$ cat src/rtl/mult_pkg.sv
// Shared types and helpers for the iterative chunked multiplier.
package mult_pkg;

  typedef enum logic [1:0] {IDLE, MULT, NEG} mult_state_t;

  // Widest operand the helper below can scan.
  localparam int MAX_W = 256;

  // Index of the highest nonzero d-bit chunk within the low w bits of v.
  // Returns 0 when v is zero, so the multiplier still runs one pass.
  function automatic int lead_chunk(input logic [MAX_W-1:0] v, input int w, input int d);
    int k;
    k = 0;
    for (int bi = 0; bi < w; bi++) begin
      if (v[bi]) k = bi / d;
    end
    return k;
  endfunction

endpackage

$ cat src/rtl/mult_iter_param_arith.sv
// Datapath of the iterative multiplier: operand magnitudes, chunk selection,
// DxD chunk multiply, positional shift, 2W accumulator and final negate.
module mult_iter_param_arith
  import mult_pkg::*;
#(
  parameter int W = 32,
  parameter int D = 8,
  localparam int N = W / D,
  localparam int KW = (N > 1) ? $clog2(N) : 1
) (
  input  logic            clk,
  input  logic            reset,
  input  logic            clr,
  input  logic            upd,
  input  logic            neg_en,
  input  logic            signed_mode,
  input  logic [W-1:0]    a,
  input  logic [W-1:0]    b,
  input  logic [KW-1:0]   sel_i,
  input  logic [KW-1:0]   sel_j,
  output logic [KW-1:0]   ka,
  output logic [KW-1:0]   kb,
  output logic            neg,
  output logic            acc_next_nz,
  output logic [2*W-1:0]  product
);

  logic [W-1:0]    mag_a;
  logic [W-1:0]    mag_b;
  logic [W-1:0]    in_mag_a;
  logic [W-1:0]    in_mag_b;
  logic [KW-1:0]   in_ka;
  logic [KW-1:0]   in_kb;
  logic [D-1:0]    chunk_a;
  logic [D-1:0]    chunk_b;
  logic [2*D-1:0]  chunk_prod;
  logic [2*W-1:0]  term;
  logic [2*W-1:0]  acc_next;

  // Magnitudes of the incoming operands; the most negative value wraps to
  // 2^(W-1), which is its correct unsigned magnitude.
  always_comb begin
    in_mag_a = (signed_mode && a[W-1]) ? -a : a;
    in_mag_b = (signed_mode && b[W-1]) ? -b : b;
    in_ka    = KW'(lead_chunk(MAX_W'(in_mag_a), W, D));
    in_kb    = KW'(lead_chunk(MAX_W'(in_mag_b), W, D));
  end

  // Capture magnitudes, leading-chunk indices and result sign on an accepted start.
  always_ff @(posedge clk or posedge reset) begin
    if (reset) begin
      mag_a <= '0;
      mag_b <= '0;
      ka    <= '0;
      kb    <= '0;
      neg   <= 1'b0;
    end else if (clr) begin
      mag_a <= in_mag_a;
      mag_b <= in_mag_b;
      ka    <= in_ka;
      kb    <= in_kb;
      neg   <= signed_mode & (a[W-1] ^ b[W-1]);
    end
  end

  // One chunk pair product, shifted to its weight D*(i+j) and added in.
  always_comb begin
    chunk_a     = mag_a[int'(sel_i) * D +: D];
    chunk_b     = mag_b[int'(sel_j) * D +: D];
    chunk_prod  = chunk_a * chunk_b;
    term        = (2 * W)'(chunk_prod) << (D * (int'(sel_i) + int'(sel_j)));
    acc_next    = product + term;
    acc_next_nz = |acc_next;
  end

  // Accumulator: cleared on start, summed during MULT, negated once in NEG.
  always_ff @(posedge clk or posedge reset) begin
    if (reset) begin
      product <= '0;
    end else if (clr) begin
      product <= '0;
    end else if (upd) begin
      product <= acc_next;
    end else if (neg_en) begin
      product <= -product;
    end
  end

endmodule

$ cat src/rtl/mult_iter_param.sv
// Iterative WxW multiplier (signed or unsigned per operation) that walks
// D-bit chunk pairs, skipping all-zero leading chunks of either operand.
module mult_iter_param
  import mult_pkg::*;
#(
  parameter int W = 32,
  parameter int D = 8
) (
  input  logic            clk,
  input  logic            reset,
  input  logic            start,
  input  logic            signed_mode,
  input  logic [W-1:0]    a,
  input  logic [W-1:0]    b,
  output logic            busy,
  output logic            done,
  output logic [2*W-1:0]  product
);

  localparam int N  = W / D;
  localparam int KW = (N > 1) ? $clog2(N) : 1;

  if (W % D != 0) begin : g_width_check
    $error("mult_iter_param: W must be a multiple of D");
  end

  mult_state_t    state;
  mult_state_t    state_next;
  logic [KW-1:0]  i;
  logic [KW-1:0]  j;
  logic [KW-1:0]  ka;
  logic [KW-1:0]  kb;
  logic           neg;
  logic           acc_next_nz;
  logic           clr;
  logic           upd;
  logic           neg_en;
  logic           last;

  mult_iter_param_arith #(.W(W), .D(D)) u_arith (
    .clk         (clk),
    .reset       (reset),
    .clr         (clr),
    .upd         (upd),
    .neg_en      (neg_en),
    .signed_mode (signed_mode),
    .a           (a),
    .b           (b),
    .sel_i       (i),
    .sel_j       (j),
    .ka          (ka),
    .kb          (kb),
    .neg         (neg),
    .acc_next_nz (acc_next_nz),
    .product     (product)
  );

  // State register.
  always_ff @(posedge clk or posedge reset) begin
    if (reset) state <= IDLE;
    else       state <= state_next;
  end

  // Next-state and datapath strobes.
  always_comb begin
    state_next = state;
    clr        = 1'b0;
    upd        = 1'b0;
    neg_en     = 1'b0;
    last       = (i == ka) && (j == kb);
    unique case (state)
      IDLE: begin
        if (start) begin
          clr        = 1'b1;
          state_next = MULT;
        end
      end
      MULT: begin
        upd = 1'b1;
        if (last) state_next = (neg && acc_next_nz) ? NEG : IDLE;
      end
      NEG: begin
        neg_en     = 1'b1;
        state_next = IDLE;
      end
      default: state_next = IDLE;
    endcase
  end

  // Chunk counters: i runs fastest over 0..ka, j steps once per i wrap.
  always_ff @(posedge clk or posedge reset) begin
    if (reset) begin
      i <= '0;
      j <= '0;
    end else if (clr) begin
      i <= '0;
      j <= '0;
    end else if (upd) begin
      if (i == ka) begin
        i <= '0;
        j <= j + KW'(1);
      end else begin
        i <= i + KW'(1);
      end
    end
  end

  // Done pulses in the first IDLE cycle after an operation completes.
  always_ff @(posedge clk or posedge reset) begin
    if (reset) done <= 1'b0;
    else       done <= (state != IDLE) && (state_next == IDLE);
  end

  assign busy = (state != IDLE);

endmodule

$ cat config.mk
export PLATFORM = sky130hd
export DESIGN_NAME = mult_iter_param
export DESIGN_NICKNAME = d
export VERILOG_FILES = /design/src/rtl/mult_pkg.sv /design/src/rtl/mult_iter_param_arith.sv /design/src/rtl/mult_iter_param.sv
export SDC_FILE = /design/constraint.sdc
export NUM_CORES = 1
export LEC_CHECK = 0
export ABC_AREA = 1
export CAP_MARGIN = 20
export CORE_ASPECT_RATIO = 0.6
export CORE_MARGIN = 2
export CORE_UTILIZATION = 40
export CTS_CLUSTER_SIZE = 12
export DETAILED_ROUTE_END_ITERATION = 10
export SLEW_MARGIN = 20
export SYNTH_ARGS = -nofsm -noshare
export SYNTH_HDL_FRONTEND = slang
export SYNTH_SLANG_ARGS = --single-unit
$ cat constraint.sdc
create_clock -name clk -period 7.5 [get_ports clk]
set_clock_uncertainty 0.15 [all_clocks]
set_input_delay 1.5 -clock clk [delete_from_list [all_inputs] [get_ports clk]]
set_output_delay 1.5 -clock clk [all_outputs]
set_load 0.005 [all_outputs]
Yosys cells after proc, flatten, opt, wreduce, memory -nomap -nowiden

Index checks and enable logic that the tools add are counted.

Output and inout bits: 66
Bits in read-only memories: 0
Bits in latches: 0
Bits of input ports: 68
RAM bits: 0
Logic and storage cells: 107
Memories kept: 0
Register bits after elaboration: 140

Bitwise gates (word level): 2
Add/sub/neg operators: 7
Equal/unequal tests: 4
Shift operators: 3
Muxes and demuxes: 67
Multipliers: 1
Div/mod/pow operators: 0
Magnitude comparators: 0
Reduce and logical (&&, ||, !) cells: 13

Operator list:

| operator                                                        | number |
|---|---|
| 64-bit two-way mux                                              | 3 |
| 2-bit two-way mux                                               | 41 |
| 64-bit adder                                                    | 1 |
| 32-bit two-way mux                                              | 2 |
| 32-bit negation                                                 | 2 |
| 64-bit negation                                                 | 1 |
| 64-bit OR reduction                                             | 1 |
| 32-bit by 6-bit indexed part select with 8-bit output           | 2 |
| 16-bit by 32-bit left shift with 64-bit output                  | 1 |
| 1-bit two-way mux                                               | 20 |
| 8-bit by 8-bit multiplier with 16-bit output                    | 1 |
| 2-bit nonzero test                                              | 3 |
| 1-bit logical AND                                               | 5 |
| 2-bit by 1-bit adder with 2-bit output, second input constant   | 2 |
| 2-bit == test                                                   | 2 |
| 2-bit logical NOT                                               | 2 |
| 2-bit case mux with 2 select lines                              | 1 |
| 2-bit by 2-bit adder with 3-bit output                          | 1 |
| 3-bit nonzero test                                              | 1 |
| 2-bit by 1-bit == test with 1-bit output, second input constant | 1 |
| 2-bit == test, second input constant                            | 1 |
| 2-bit AND reduction                                             | 1 |
| 1-bit AND                                                       | 1 |
| 1-bit bitwise XOR                                               | 1 |

Longest topological paths before layout

Gate-level depths: netlist (run 1).

Depth after elaboration: 26
Depth in mapped cells: 49
Gate-level depth less buffers: 48

Modules after synthesis

A second synthesis (run 1) with hierarchy kept.

Cells, all modules: 3341
Area total of the unflattened synthesis: 19017.0 µm²

Modules (own cells, without submodules):

| module                | instances | area each (µm²) | cells each | seq. area each (µm²) |
|---|---|---|---|---|
| mult_iter_param_arith | 1         | 18576.6         | 3279       | 3328.2 |
| mult_iter_param       | 1         | 440.4           | 62         | 175.2 |

Worst setup path before layout (run 1)

Ideal clock, no wire load.

Kind: register to register
Start point: register j[0]
End point: register state[1]
Path buffers: 2
Arrival: 6.839 ns
Slack: 0.398 ns
Setup time: 0.113 ns
Clock period less this slack: 7.102 ns
Data required time: 7.237 ns
Cell stages (with the launch flop): 46
Cells stage by stage: dfrtp_1 -> clkbuf_1 -> buf_1 -> a21oi_1 -> a32oi_1 -> inv_1 -> nor2_1 -> fa_1 -> fa_1 -> fa_1 -> inv_1 -> fa_1 -> inv_1 -> ha_1 -> a21oi_1 -> o21ai_0 -> a21oi_1 -> o21ai_1 -> (+10 left out) -> nand2_1 -> nand2_1 -> inv_1 -> nand2_1 -> inv_1 -> nand2_1 -> nand2_1 -> nand2_1 -> nand2_1 -> nand2_1 -> nand2_1 -> nand2_1 -> nor2_1 -> nand2_1 -> nor2_1 -> nand4_1 -> nand2_1 -> inv_1

Longest elaborated chain between the ends: 9
Elaborated cells between the ends (all ways): 12
Those cells by class: add/sub: 2; mul: 1; eq/ne: 1; shift: 2; mux: 3; reduce/logical: 3

Ends and longest elaborated chain:

| element                                               | RTL line                    | RTL |
|---|---|---|
| start, declared                                       | mult_iter_param.sv:30       | `logic [KW-1:0] j;` |
| start signal, assigned                                | mult_iter_param.sv:101      | `j <= j + KW'(1);` |
| 32-bit by 6-bit indexed part select with 8-bit output | mult_iter_param_arith.sv:69 | `chunk_b = mag_b[int'(sel_j) * D +: D];` |
| 8-bit by 8-bit multiplier with 16-bit output          | mult_iter_param_arith.sv:70 | `chunk_prod = chunk_a * chunk_b;` |
| 16-bit by 32-bit left shift with 64-bit output        | mult_iter_param_arith.sv:71 | `term = (2 * W)'(chunk_prod) << (D * (int'(sel_i) + int'(sel_j)));` |
| 64-bit adder                                          | mult_iter_param_arith.sv:72 | `acc_next = product + term;` |
| 64-bit OR reduction                                   | mult_iter_param_arith.sv:73 | `acc_next_nz = \|acc_next;` |
| 1-bit logical AND                                     | mult_iter_param.sv:80       | `if (last) state_next = (neg && acc_next_nz) ? NEG : IDLE;` |
| 2-bit two-way mux                                     | mult_iter_param.sv:80       |  |
| 2-bit two-way mux (*)                                 | mult_iter_param.sv:80       |  |
| 2-bit case mux with 2 select lines (*)                | mult_iter_param.sv:71       | `unique case (state)` |
| net state_next[1]                                     | mult_iter_param.sv:28       | `mult_state_t state_next;` |
| end signal, assigned                                  | mult_iter_param.sv:61       | `else state <= state_next;` |
| end, declared                                         | mult_iter_param.sv:27       | `mult_state_t state;` |

The timed path passes the listed nets; every way through them passes the cells marked *.
A chain may end at the register's enable or synchronous reset.

Worst setup path in the final report (run 1)

Start point: register i[0]
End point: register state[1]

Longest elaborated chain between the ends: 9
Elaborated cells between the ends (all ways): 12
Those cells by class: add/sub: 2; mul: 1; eq/ne: 1; shift: 2; mux: 3; reduce/logical: 3

Ends and longest elaborated chain:

| element                                               | RTL line                    | RTL |
|---|---|---|
| start, declared                                       | mult_iter_param.sv:29       | `logic [KW-1:0] i;` |
| start signal, assigned                                | mult_iter_param.sv:103      | `i <= i + KW'(1);` |
| 32-bit by 6-bit indexed part select with 8-bit output | mult_iter_param_arith.sv:68 | `chunk_a = mag_a[int'(sel_i) * D +: D];` |
| 8-bit by 8-bit multiplier with 16-bit output          | mult_iter_param_arith.sv:70 |  |
| 16-bit by 32-bit left shift with 64-bit output        | mult_iter_param_arith.sv:71 |  |
| 64-bit adder                                          | mult_iter_param_arith.sv:72 |  |
| 64-bit OR reduction                                   | mult_iter_param_arith.sv:73 |  |
| 1-bit logical AND                                     | mult_iter_param.sv:80       |  |
| 2-bit two-way mux                                     | mult_iter_param.sv:80       |  |
| 2-bit two-way mux (*)                                 | mult_iter_param.sv:80       |  |
| 2-bit case mux with 2 select lines (*)                | mult_iter_param.sv:71       |  |
| net state_next[1]                                     | mult_iter_param.sv:28       |  |

Marked as above.

==> summary.txt, run 1 <==
Job
  • Max-cap violations: 0

Routing
  • DRC viols: 0
  • Number of nets still failing antenna checks after routing: 0
  • Total Wirelength: 90600 um
  • Vias per cell: 5.43
  • Via count: 23400
  • Initial DRC count: 3201
  • DRT Pass-1 Iters: 6
  • Avg WL per Cell: 21.0 um

Min path
  • Worst hold path stage count: 2
  • Hold WC Path Type: flop to flop
  • Worst hold start: u_arith.mag_a[17]

Clocking
  • Clk buf depth: 2
  • CTS Sinks: 140
  • H-Tree Depth: 4
  • CTS tree: done
  • Root Driver: clkbuf_16
  • Num CTS Buffers: 17
  • Clock Latency Late Sink: 470 ps
  • Clock Pin Slew Worst Setup and Hold Paths: 80 ps

STA
  • Minimum period implied by the final worst setup slack: 7620 ps
  • Setup violators final: 4
  • Final Hold Vio Count: 0
  • Total negative slack: -292 ps
  • RSZ-0062 raised after global routing: true
  • Slew Limit Fails: 0
  • Final worst slack: -116 ps
  • Slew margin rel.: 24.5%
  • Tcrit/Tclk final: 102%
  • Fmax: 0.131 GHz
  • Worst Tran Pin Value: 1120 ps

Status
  • Failing checks: negative setup slack
  • Outcome: finished with violations

Logic synthesis
  • Syn_area_per_cell: 5.90 um^2
  • Synth Instances: 3076
  • Fraction of the mapped netlist area in simple logic gates: 40.8%
  • Compound-Gate Fraction of Synth Area: 11.6%
  • Seq/Total Area, Yosys: 19.3%
  • Seq cells post-synth: 140
  • YS warnings: 0
  • Most common cell in the netlist: nand2_1
  • Main combinational cell family by area after synthesis: simple AND/OR/NAND/NOR gates
  • Commonest cells in the netlist: nand2_1, inv_1, nor2_1, nand3_1, dfrtp_1
  • Mux cell area share after synthesis: 0%
  • Synth Area in Adders: 11.3%
  • Synth top area cells: nand2_1, dfrtp_1, inv_1
  • EDFF count, synth: 0
  • Area leader, netlist: nand2_1
  • Syn Std Cell Area: 18100 um^2
  • Post-synth top area share: 20.6%
  • Ys flop type: dfrtp_1
  • Post-synthesis async set-or-reset flop share: 100%
  • Synth Net Count: 3285
  • Count of cell types in the netlist: 58
  • XOR/XNOR Fraction of Synth Area: 5.01%

Die
  • Placeable Area: 44700 um^2
  • Initial Util: 40.5%
  • Ports: 134
  • Die X: 279 um
  • DIE AREA: 47100 um^2
  • Die Y: 169 um
  • Placement Rows: 60

Setup path
  • Crit path kind: flop to flop
  • Crit path buf inv count: 12
  • Crit start category: flop
  • R2r setup slk: -120 ps
  • Worst reg2reg path startpoint: i[0]
  • Crit path top cell by count: nand2_1
  • Slowest stage cell on the critical path: fa_1
  • Setup crit end kind: flop
  • Worst r2r path cells: 42
  • Crit path from: i[0]
  • Worst path max stage delay: 540 ps
  • Largest delay share family, worst path: adder cells
  • Crit path depth: 42
  • Worst path required time: 7700 ps
  • Data arrival time of the critical path: 7820 ps
  • Max FO, Critical Path: 5

Global routing
  • Vias in the first global route: 21400
  • Largest net degree at the start of global routing: 94
  • Gr usage total: 37.6%
  • Initial antenna violation count: 3
  • First-pass GRT wire length: 132000 um
  • GR Layer Usage met1: 58.3%
  • Overflow after GRT: 0
  • Grt met2 use: 49.7%
  • Grt peak-use layer: met1
  • M3 GR Usage: 11.5%

Cells and area
  • Fin nets: 3912
  • Filler Cell Count: 4342
  • Register Area: 3500 um^2
  • Area Overhead vs Synth: 45.5%
  • Area of the multi-input gates: 14100 um^2
  • Share of layout cells above drive strength 1: 26.7%

Placed design
  • PortBufs: 133
  • Post-DP HPWL: 73100 um
  • Placer Congestion: 1.09
## kinds of logic (layout without fill, tap and decap cells)
group / Yosys count / after routing
AO/OA/AOI/OAI: 358 / 358
XOR/XNOR: 103 / 103
adder cells (fa/ha/maj): 141 / 141
buffers and inverters: 578 / 1218
flip-flops: 140 / 140
other: 0 / 2
AND/OR/NAND/NOR: 1756 / 1756
## sequential cells by signal, indices dropped and copies added (netlist names)
signal / count
i: 2
u_arith.ka: 2
u_arith.neg: 1
done: 1
u_arith.mag_a: 32
u_arith.mag_b: 32
state: 2
j: 2
u_arith.product: 64
u_arith.kb: 2
## per-layer routing
layer / up-vias / wire, um
li1: 11000 / -
met1: 11000 / 43600
met2: 1242 / 33800
met3: 118 / 11200
met4: 0 / 2030
met5: - / 0
## final timing paths
check | end
max | state[1]
min | u_arith.mag_a[17]
max reg2reg | state[1]
min reg2reg | u_arith.mag_a[17]
max in group asynchronous | u_arith.product[11]
min in group asynchronous | u_arith.product[60]
## tightest hold or removal path: cells and delay by family, from the launching register on
family / cells / cell delay, ps
and+or+nand+nor: 2 / 110
DFF: 1 / 350
## metrics by stage
stage               utilization (%)  hold WS [ps]  setup slack, ps  instance area [um^2]  cells
global placement               52.9           326            -1130                 23700   4221
detailed placement             52.9           320            -1050                 23700   4221
CTS                            57.2           339            0.687                 25600   4293
floorplan                         -           299              398                 18100   3076
finish                         59.0           348             -116                 26400   4307
global route                   59.0           387             -433                 26400   4306
## layout by cell type (no fill, tap or decap), types with 7 or more instances in the layout
cell type        instances
ha_1                    78
nor2_4                  38
nand2_2                105
inv_1                  475
nand4_1                 53
xor2_1                  62
buf_4                  513
nand2_1                877
nand3_2                 13
a21oi_1                 74
nor4_1                  20
nand2_4                 19
nor2_1                 309
dfrtp_1                139
xnor2_1                 34
fa_1                    33
a21oi_4                  8
o22ai_1                 13
o21ai_1                 24
buf_6                   20
inv_2                   30
a32oi_2                 11
clkdlybuf4s50_1        133
o221ai_1                23
a21oi_2                 32
ha_4                    20
a31oi_1                 21
nor3_1                  43
clkbuf_16               17
o21bai_1                 7
nand3_1                137
o21ai_0                100
o211ai_1                11
o21ai_2                  7
nand3b_1                24
nor2_2                  74
clkinv_8                 7
nor3_4                   7
## cell type report
| class | count | area share, % |
|---|---|---|
| well taps | 589 | 2.79 |
| inverters | 516 | 7.43 |
| multi-input cells | 2358 | 53.4 |
| clock buffers | 17 | 1.61 |
| flip-flops and latches | 140 | 13.3 |
| diodes | 2 | 0.0190 |
| repair buffers | 670 | 20.7 |
| clock inverters | 15 | 0.725 |
## timing repair
item | in CTS | in global routing
resized for setup | 304 | 178
hold buffers | 0 | 0
pin swaps | 119 | 53
buffers inserted | 41 | 11
gates cloned | 0 | 2
setup endpoints to repair | 48 | 41
Power of run 1 is not shown: default switching activity piles up to over one toggle a cycle in this logic, so the estimate is an artifact.
==> inputs of run 2 (changes only) <==
--- a/config.mk
+++ b/config.mk
@@ -6,7 +6,7 @@
 export NUM_CORES = 1
 export LEC_CHECK = 0
 export ABC_AREA = 1
-export CAP_MARGIN = 20
+export CAP_MARGIN = 5
 export CORE_ASPECT_RATIO = 0.6
 export CORE_MARGIN = 2
 export CORE_UTILIZATION = 40
==> results of run 2 <==
The final DEF is identical to that of run 1; final timing and power are the same.
Power of run 2 is left out for the same reason.
